<file path="config.mk">
export PLATFORM = sky130hd
export DESIGN_NAME = apb_rr_master
export DESIGN_NICKNAME = d
export VERILOG_FILES = /design/src/rtl/apb_rr_master_pkg.sv /design/src/rtl/apb_rr_master_arbiter.sv /design/src/rtl/apb_rr_master.sv
export SDC_FILE = /design/constraint.sdc
export NUM_CORES = 1
export LEC_CHECK = 0
export ABC_AREA = 1
export ABC_CLOCK_PERIOD_IN_PS = 3260
export CAP_MARGIN = 20
export CORE_ASPECT_RATIO = 0.8
export CORE_UTILIZATION = 39
export DETAILED_ROUTE_END_ITERATION = 7
export PLACE_DENSITY = 0.92
export SLEW_MARGIN = 15
export SYNTH_ARGS = -nofsm -noshare
export SYNTH_HDL_FRONTEND = slang
export SYNTH_SLANG_ARGS = --single-unit
export TNS_END_PERCENT = 5
</file>
<file path="constraint.sdc">
create_clock -name PCLK -period 3.26 [get_ports PCLK]
set_input_delay 0.326 -clock PCLK [delete_from_list [all_inputs] [get_ports PCLK]]
set_output_delay 0.326 -clock PCLK [all_outputs]
set_load 0.03 [all_outputs]
</file>
<file path="src/rtl/apb_rr_master_pkg.sv">
// apb_ctrl_pkg: definitions shared by the APB round-robin master and its arbiter.
//   apb_state_t  - controller state (IDLE / SETUP / ACCESS)
//   PHASE_*      - {PSELx, PENABLE} encodings for each bus phase
//   next_rr()    - round-robin pick: first set request at or after ptr+1 (mod n)
package apb_ctrl_pkg;

    typedef enum logic [1:0] {
        IDLE,
        SETUP,
        ACCESS
    } apb_state_t;

    // {PSELx, PENABLE}
    localparam logic [1:0] PHASE_IDLE   = 2'b00;
    localparam logic [1:0] PHASE_SETUP  = 2'b10;
    localparam logic [1:0] PHASE_ACCESS = 2'b11;

    localparam int MAX_REQ = 8;

    // Walks the candidates from farthest to nearest so that the nearest one
    // after the pointer is the last assignment and therefore wins. Returns the
    // pointer unchanged when nothing is requesting.
    function automatic int next_rr(input int ptr, input logic [MAX_REQ-1:0] req, input int n);
        int pick;
        int cand;
        pick = ptr;
        for (int k = MAX_REQ; k >= 1; k--) begin
            if (k <= n) begin
                cand = (ptr + k) % n;
                if (req[cand[2:0]]) begin
                    pick = cand;
                end
            end
        end
        return pick;
    endfunction

endpackage

</file>
<file path="src/rtl/apb_rr_master_arbiter.sv">
// rr_arbiter: purely combinational round-robin arbiter.
//   req   in  NREQ          request vector
//   ptr   in  $clog2(NREQ)  index of the most recently served requester
//   grant out NREQ          onehot grant (all zero when nothing requests)
//   idx   out $clog2(NREQ)  index of the granted requester
//   any   out 1             at least one request present
module rr_arbiter
    import apb_ctrl_pkg::*;
#(
    parameter int NREQ = 2
) (
    input  logic [NREQ-1:0]         req,
    input  logic [$clog2(NREQ)-1:0] ptr,
    output logic [NREQ-1:0]         grant,
    output logic [$clog2(NREQ)-1:0] idx,
    output logic                    any
);

    localparam int IDX_W = $clog2(NREQ);

    logic [MAX_REQ-1:0] req_ext;

    always_comb begin
        req_ext = '0;
        req_ext[NREQ-1:0] = req;
        idx = IDX_W'(next_rr(int'(ptr), req_ext, NREQ));
        any = |req;
        grant = '0;
        if (any) begin
            grant[idx] = 1'b1;
        end
    end

endmodule

</file>
<file path="src/rtl/apb_rr_master.sv">
// apb_rr_master: shares one APB bus between NREQ requesters with round-robin
// arbitration, SETUP/ACCESS sequencing, wait states and a wait-state timeout.
//   PCLK, PRESETn                 clock, synchronous active-low reset
//   req_valid/ready/write/addr/wdata  per-requester request channel (packed)
//   rsp_valid/rdata/err           one-cycle completion to the owning requester
//   PSELx/PENABLE/PWRITE/PADDR/PWDATA, PRDATA/PREADY/PSLVERR  APB master side
module apb_rr_master
    import apb_ctrl_pkg::*;
#(
    parameter int NREQ    = 2,
    parameter int ADDR_W  = 32,
    parameter int DATA_W  = 32,
    parameter int TIMEOUT = 16
) (
    input  logic                     PCLK,
    input  logic                     PRESETn,
    input  logic [NREQ-1:0]          req_valid,
    output logic [NREQ-1:0]          req_ready,
    input  logic [NREQ-1:0]          req_write,
    input  logic [NREQ*ADDR_W-1:0]   req_addr,
    input  logic [NREQ*DATA_W-1:0]   req_wdata,
    output logic [NREQ-1:0]          rsp_valid,
    output logic [DATA_W-1:0]        rsp_rdata,
    output logic                     rsp_err,
    output logic                     PSELx,
    output logic                     PENABLE,
    output logic                     PWRITE,
    output logic [ADDR_W-1:0]        PADDR,
    output logic [DATA_W-1:0]        PWDATA,
    input  logic [DATA_W-1:0]        PRDATA,
    input  logic                     PREADY,
    input  logic                     PSLVERR
);

    localparam int IDX_W = $clog2(NREQ);
    // A zero-width counter is not legal, so a disabled timeout keeps one bit.
    localparam int CNT_W = (TIMEOUT > 0) ? $clog2(TIMEOUT + 1) : 1;
    localparam logic [CNT_W:0] TIMEOUT_VAL = (CNT_W + 1)'(TIMEOUT);

    apb_state_t         state;
    logic [IDX_W-1:0]   rr_ptr;
    logic [CNT_W-1:0]   wait_cnt;
    logic [CNT_W:0]     wait_next;

    logic [NREQ-1:0]    arb_grant;
    logic [IDX_W-1:0]   arb_idx;
    logic               arb_any;

    logic               sel_write;
    logic [ADDR_W-1:0]  sel_addr;
    logic [DATA_W-1:0]  sel_wdata;

    rr_arbiter #(
        .NREQ (NREQ)
    ) u_arb (
        .req   (req_valid),
        .ptr   (rr_ptr),
        .grant (arb_grant),
        .idx   (arb_idx),
        .any   (arb_any)
    );

    assign wait_next = {1'b0, wait_cnt} + (CNT_W + 1)'(1);

    // Only IDLE offers a grant; nothing is accepted while reset is held.
    always_comb begin
        req_ready = '0;
        if (PRESETn && state == IDLE) begin
            req_ready = arb_grant;
        end
    end

    // Payload of the granted requester.
    always_comb begin
        sel_write = 1'b0;
        sel_addr  = '0;
        sel_wdata = '0;
        for (int i = 0; i < NREQ; i++) begin
            if (arb_idx == IDX_W'(i)) begin
                sel_write = req_write[i];
                sel_addr  = req_addr[i*ADDR_W +: ADDR_W];
                sel_wdata = req_wdata[i*DATA_W +: DATA_W];
            end
        end
    end

    // rr_ptr doubles as the owner of the in-flight transfer, since it is set
    // to the granted index on acceptance and not touched until the next one.
    always_ff @(posedge PCLK) begin
        if (!PRESETn) begin
            state     <= IDLE;
            rr_ptr    <= IDX_W'(NREQ - 1);
            wait_cnt  <= '0;
            PSELx     <= 1'b0;
            PENABLE   <= 1'b0;
            PWRITE    <= 1'b0;
            PADDR     <= '0;
            PWDATA    <= '0;
            rsp_valid <= '0;
            rsp_rdata <= '0;
            rsp_err   <= 1'b0;
        end else begin
            rsp_valid <= '0;
            rsp_rdata <= '0;
            rsp_err   <= 1'b0;
            case (state)
                IDLE: begin
                    if (arb_any) begin
                        PWRITE            <= sel_write;
                        PADDR             <= sel_addr;
                        PWDATA            <= sel_wdata;
                        rr_ptr            <= arb_idx;
                        wait_cnt          <= '0;
                        {PSELx, PENABLE}  <= PHASE_SETUP;
                        state             <= SETUP;
                    end
                end
                SETUP: begin
                    {PSELx, PENABLE} <= PHASE_ACCESS;
                    state            <= ACCESS;
                end
                ACCESS: begin
                    if (PREADY) begin
                        {PSELx, PENABLE}  <= PHASE_IDLE;
                        state             <= IDLE;
                        rsp_valid[rr_ptr] <= 1'b1;
                        rsp_err           <= PSLVERR;
                        rsp_rdata         <= PWRITE ? '0 : PRDATA;
                    end else if (TIMEOUT > 0 && wait_next == TIMEOUT_VAL) begin
                        {PSELx, PENABLE}  <= PHASE_IDLE;
                        state             <= IDLE;
                        rsp_valid[rr_ptr] <= 1'b1;
                        rsp_err           <= 1'b1;
                    end else begin
                        wait_cnt <= wait_next[CNT_W-1:0];
                    end
                end
                default: begin
                    {PSELx, PENABLE} <= PHASE_IDLE;
                    state            <= IDLE;
                end
            endcase
        end
    end

endmodule

</file>
==> results.cfg, run 1 <==
[synth]
yosys-top-cells-count = nand2_1 (188), dfxtp_1 (109), nand3_1 (62), nor2_1 (47), inv_1 (42)
yosysTopAreaCell = dfxtp_1
syn_inst = 546
synth_flop_cell = dfxtp_1
synth-seq-cells = 109
yosys.cell_count.top_type = nand2_1
synth_area_leaders = dfxtp_1 (52%), nand2_1 (17%), nand3_1 (7.4%), a31oi_1 (5.5%), nor2_1 (4.2%)
synth_nets = 716
syn_area_mm2 = 0.00418
synth_enable_flop_cells = 0
ys.warnings.count = 0
syn_area_per_cell_um2 = 7.66
synthArstFlopShare = 0
synth_top_area_frac = 0.522
synth_cell_types = 23
yosysSeqAreaShare = 0.522

[pwr]
pwr_density_cell_mw_per_mm2 = 508
intPower_mw = 2.54
sequentialPowerShare = 0.416
power_leakage_nw = 2.93
combPwrFrac = 0.279
swShare = 0.311
ir_drop_v = 0.000377
power_switching_mw = 1.15
clkPwrFrac = 0.305

[place]
io_buffers = 271
hpwl_mm = 9.59
globalplace.congestion = 0.814
dp_cells = 934

[sta]
clock_skew_ps = 7.96
slew_violations = 0
setup-violations-final = 0
fmax_ghz = 0.441
fin_setup_tns_ps = 0
grt_setup_unrepaired = false
worst_slew_pin_slew_ps = 606
fin_crit_ps = 2270
period_share = 0.696
maxSlewHeadroom = 0.596
finalHoldViolCount = 0

[route]
drc = 0
drtAntennaViolNets = 0
wl_mm = 13.3
vias = 4501
wl_per_cell_um = 14.0
vias_per_cell = 4.74
drt_pass1_iterations = 4
first_iter_violations = 218

[die]
rows = 33
die_x_um = 118
die_y_um = 94.6
design.core.area_mm2 = 0.0103
start_util = 0.405
die-area_mm2 = 0.0111
pin_count = 272

[grt]
overflow = 0
grt_max_degree = 49
grt_pass1_wl_mm = 20.8
grt_use_total = 0.236
first_global_vias = 4280
antenna_found_initial = 0

[setup_path]
startpoint_type = primary input
r2r_setup_slack_ps = 1380
cp-end-kind = primary output
cp.arrival_ps = 1940
critPathMaxFanout = 27
timing.rr.end = rsp_rdata[4]$_SDFF_PP0_
r2r_start = state[1]$_SDFFE_PN0P_
crit_end = req_ready[1]
r2r_cells = 6
startpoint = req_valid[0]
cp_data_required_time_ps = 2930
critPathKind = primary input to primary output

[finish]
finalNonFillerCells = 950
layout-area-overhead-vs-synth_pct = 73.1
nNetsFinal = 975
fillers = 803
drive_gt1_frac = 0.0494
antenna_cells = 0

[run_status]
status = finished, final reports clean

[cts]
cts_buffer_depth = 2
cts_made_buffers = 9
worstSkewPairLatency_ps = 340
clock_sinks = 109
clock-root-buffer = clkbuf_16
hold_buffers = 0
h-tree-depth = 3
cts_resized = 0
post_cts.repair.setup_buffers = 0
tritoncts = yes
clkTransAtPathRegs_ps = 70

[flow_run]
maxCapViolCount = 0

[min_path]
hold_path.class = register to register
## logic make-up (layout without fill, tap and decap cells)
logic type | Yosys count | in the layout | share of synthesized area
adder cells (fa/ha/maj) | 2 | 2 | 0.00598
buffers and inverters | 76 | 340 | 0.0855
AO/OA/AOI/OAI | 52 | 52 | 0.0796
flip-flops | 109 | 109 | 0.522
AND/OR/NAND/NOR | 307 | 307 | 0.307
## power by group through the flow
stage | Clock, mW | Sequential [mW] | Combinational (mW)
global route | 1.21 | 1.55 | 1.10
CTS | 1.15 | 1.53 | 1.03
global placement | 0 | 1.55 | 1.01
detailed placement | 0 | 1.56 | 1.03
floorplan | 0 | 1.77 | 0.315
finish | 1.12 | 1.53 | 1.03
## metal layers
metal  part of all wire  GRT usage  vias to the layer above  wire (um)
li1                   -          -                     2255          -
met1               0.40      0.265                     2049       5310
met2               0.51      0.421                      181       6750
met3              0.076     0.0876                       16       1010
met4              0.015     0.0684                        0        197
met5                  0          0                        -          0
## worst min-delay path by stage
stage / cells past startpoint / startpoint / slack, ps / endpoint
CTS: 1 / rr_ptr$_SDFFE_PN1P_ / 440 / rsp_valid[0]$_SDFF_PN0_
global placement: 1 / rr_ptr$_SDFFE_PN1P_ / 420 / rsp_valid[0]$_SDFF_PN0_
global route: 1 / rr_ptr$_SDFFE_PN1P_ / 470 / rsp_valid[0]$_SDFF_PN0_
finish: 1 / rr_ptr$_SDFFE_PN1P_ / 440 / rsp_valid[0]$_SDFF_PN0_
floorplan: 1 / rr_ptr$_SDFFE_PN1P_ / 410 / rsp_valid[0]$_SDFF_PN0_
detailed placement: 1 / rr_ptr$_SDFFE_PN1P_ / 430 / rsp_valid[0]$_SDFF_PN0_
## cells in the final DEF, fill, tap and decap left out, drive strengths merged
cell type,Yosys,final
buf,20,9
dfxtp,109,109
clkinvlp,0,2
nand2,188,188
inv,46,49
nor2,52,52
nand3,63,63
ha,2,2
a21oi,9,9
or2,1,1
clkbuf,10,9
a22oi,3,3
clkdlybuf4s50,0,269
o21ai,3,3
nand4,3,3
a31oi,37,37
clkinv,0,1
bufinv,0,1
## cell type report
class	count	area (um^2)	share of cell area
repair buffers	278	2760	0.381
flip-flops and latches	109	2180	0.301
multi-input cells	361	1640	0.227
clock buffers	9	225	0.0311
well taps	140	175	0.0242
inverters	46	173	0.0238
clock inverters	7	82.6	0.0114
## per-stage QoR
stage	power [mW]	util	setup WS (ps)	instance area, um^2	hold WS [ps]
floorplan	2.09	-	1660	4180	412
global placement	2.57	0.672	1030	6930	422
detailed placement	2.59	0.672	989	6930	426
CTS	3.71	0.701	981	7240	442
global route	3.86	0.701	872	7240	472
finish	3.68	0.701	990	7240	437
## flip-flops by register name, summed over array words and instances, names as in the netlist
signal	count
state	2
wait_cnt	5
PSELx	1
rsp_rdata	32
rr_ptr	1
PADDR	32
rsp_valid	2
PWDATA	32
PWRITE	1
rsp_err	1
## critical path, stage by stage
cell and delay [ps]:
clkdlybuf4s50_1 500, o21ai_2 270, inv_2 70, nor2_4 80
nand2_1 60, inv_2 360, buf_4 250
Note: power is estimated with default switching activity, not from simulation.
==> run 2: changes to the inputs <==
--- a/config.mk
+++ b/config.mk
@@ -6,12 +6,12 @@
 export NUM_CORES = 1
 export LEC_CHECK = 0
 export ABC_AREA = 1
-export ABC_CLOCK_PERIOD_IN_PS = 3260
+export ABC_CLOCK_PERIOD_IN_PS = 2000
 export CAP_MARGIN = 20
 export CORE_ASPECT_RATIO = 0.8
-export CORE_UTILIZATION = 39
+export CORE_UTILIZATION = 33
 export DETAILED_ROUTE_END_ITERATION = 7
-export PLACE_DENSITY = 0.92
+export PLACE_DENSITY = 0.83
 export SLEW_MARGIN = 15
 export SYNTH_ARGS = -nofsm -noshare
 export SYNTH_HDL_FRONTEND = slang
==> constraint.sdc (replaced) <==
create_clock -name PCLK -period 2 [get_ports PCLK]
set_input_delay 0.2 -clock PCLK [delete_from_list [all_inputs] [get_ports PCLK]]
set_output_delay 0.2 -clock PCLK [all_outputs]
set_load 0.03 [all_outputs]
==> results.cfg, run 2 (synthesis results as in run 1) <==
[pwr]
combPwrFrac = 0.281
ir_drop_v = 0.000507
swShare = 0.312
sequentialPowerShare = 0.410
pwr_density_cell_mw_per_mm2 = 825
intPower_mw = 4.18
power_leakage_nw = 2.97
clkPwrFrac = 0.309
power_switching_mw = 1.90

[place]
dp_cells = 970
hpwl_mm = 9.84
io_buffers = 271
globalplace.congestion = 0.803

[cts]
clkTransAtPathRegs_ps = 80
worstSkewPairLatency_ps = 340
cts_resized = 0
post_cts.repair.setup_buffers = 0
clock_sinks = 109
h-tree-depth = 3
hold_buffers = 0
cts_made_buffers = 9
clock-root-buffer = clkbuf_16
tritoncts = yes
cts_buffer_depth = 2

[finish]
nNetsFinal = 980
antenna_cells = 0
fillers = 1083
finalNonFillerCells = 986
final_cell_mix = clkdlybuf4s50_1 (269), nand2_1 (188), dfxtp_1 (109), nand3_1 (62), nor2_1 (47)
drive_gt1_frac = 0.0552
utilization = 0.601
layout_commonest_cell = clkdlybuf4s50_1
reg_top3 = PADDR (32), PWDATA (32), rsp_rdata (32)
layout-area-overhead-vs-synth_pct = 76.0

[setup_path]
cp_data_required_time_ps = 1800
timing.rr.end = wait_cnt[3]$_SDFFE_PN0P_
critPathKind = register to primary output
r2r_start = wait_cnt[0]$_SDFFE_PN0P_
critPathMaxFanout = 10
cp.arrival_ps = 1680
r2r_setup_slack_ps = 330
cp-end-kind = primary output
startpoint_type = register
r2r_cells = 8

[min_path]
hold_end = rsp_rdata[13]$_SDFF_PP0_
whs_path_depth = 3
hold_path.class = primary input to register
worstHoldStart = PRDATA[13]

[route]
drtAntennaViolNets = 0
drc = 0
vias = 4452
first_iter_violations = 134
drt_pass1_iterations = 6
wl_mm = 13.1
wl_per_cell_um = 13.3
vias_per_cell = 4.52

[sta]
period_share = 0.938
worst_slew_pin_slew_ps = 455
whs_ps = 372
setup-violations-final = 0
fin_setup_tns_ps = 0
grt_setup_unrepaired = false
finalHoldViolCount = 0
clock_skew_ps = 6.89
slew_violations = 0
maxSlewHeadroom = 0.697
fin_crit_ps = 1880
fmax_ghz = 0.533

[die]
design.core.area_mm2 = 0.0123
rows = 36
pin_count = 272
die_y_um = 103
die_x_um = 128
start_util = 0.341
die-area_mm2 = 0.0131

[grt]
overflow = 0
grt_pass1_wl_mm = 20.3
grtUsageMet2 = 0.327
grt_use_total = 0.196
grt_util_met1 = 0.243
first_global_vias = 4134
grt_max_degree = 41
use_met3 = 0.0675
top_usage_layer = met2
antenna_found_initial = 0

[flow_run]
maxCapViolCount = 0

[run_status]
status = finished, final reports clean
run 2: cell types whose count changed in the layout (fill, tap and decap cells not counted):
cell / change
buf_12: +3
inv_6: +1
buf_4: +2
clkinvlp_4: -1
clkinv_4: -1
clkinv_8: +1
run 2: routing by layer:
| metal | wire length (um) | vias to the layer above |
|---|---|---|
| li1 | - | 2274 |
| met3 | 1090 | 16 |
| met4 | 179 | 0 |
| met2 | 6220 | 178 |
| met1 | 5620 | 1984 |
| met5 | 0 | - |
run 2: cell type report:
type	count	area, um^2	area share
inverters	46	173	0.0234
clock inverters	7	91.3	0.0124
repair buffers	283	2840	0.385
flip-flops and latches	109	2180	0.296
well taps	171	214	0.0291
multi-input cells	361	1640	0.223
clock buffers	9	225	0.0306
run 2: worst max-delay path, cell delays in order, from the launching register on:
cell     delay, ps
dfxtp_1        390
nor2_4         180
o21ai_4        110
nor2_4         180
nand2_1         80
inv_2          190
buf_4          200
run 2: how the worst max path moves through the flow:
stage | startpoint | slack, ps | end | depth (start not counted)
CTS | state[1]$_SDFFE_PN0P_ | 100 | req_ready[0] | 6
finish | state[1]$_SDFFE_PN0P_ | 120 | req_ready[0] | 6
global route | state[1]$_SDFFE_PN0P_ | 40 | req_ready[0] | 6
detailed placement | req_valid[0] | 130 | wait_cnt[3]$_SDFFE_PN0P_ | 6
global placement | req_valid[0] | 210 | wait_cnt[0]$_SDFFE_PN0P_ | 6
floorplan | state[1]$_SDFFE_PN0P_ | 470 | wait_cnt[0]$_SDFFE_PN0P_ | 7
run 2: metrics by stage:
stage	power, mW	area, um^2	setup WS (ps)
final	6.08	7360	124
after detailed placement	4.26	7050	135
after CTS	6.15	7360	96.6
after global placement	4.23	7050	214
after global routing	6.37	7360	41.9
after floorplan	3.40	4180	465
run 2: power by group through the flow:
stage / Sequential [mW] / Combinational, mW / Clock [mW]
floorplan: 2.89 / 0.513 / 0
global placement: 2.53 / 1.70 / 0
detailed placement: 2.54 / 1.72 / 0
CTS: 2.49 / 1.72 / 1.93
global route: 2.52 / 1.84 / 2.01
finish: 2.49 / 1.71 / 1.88
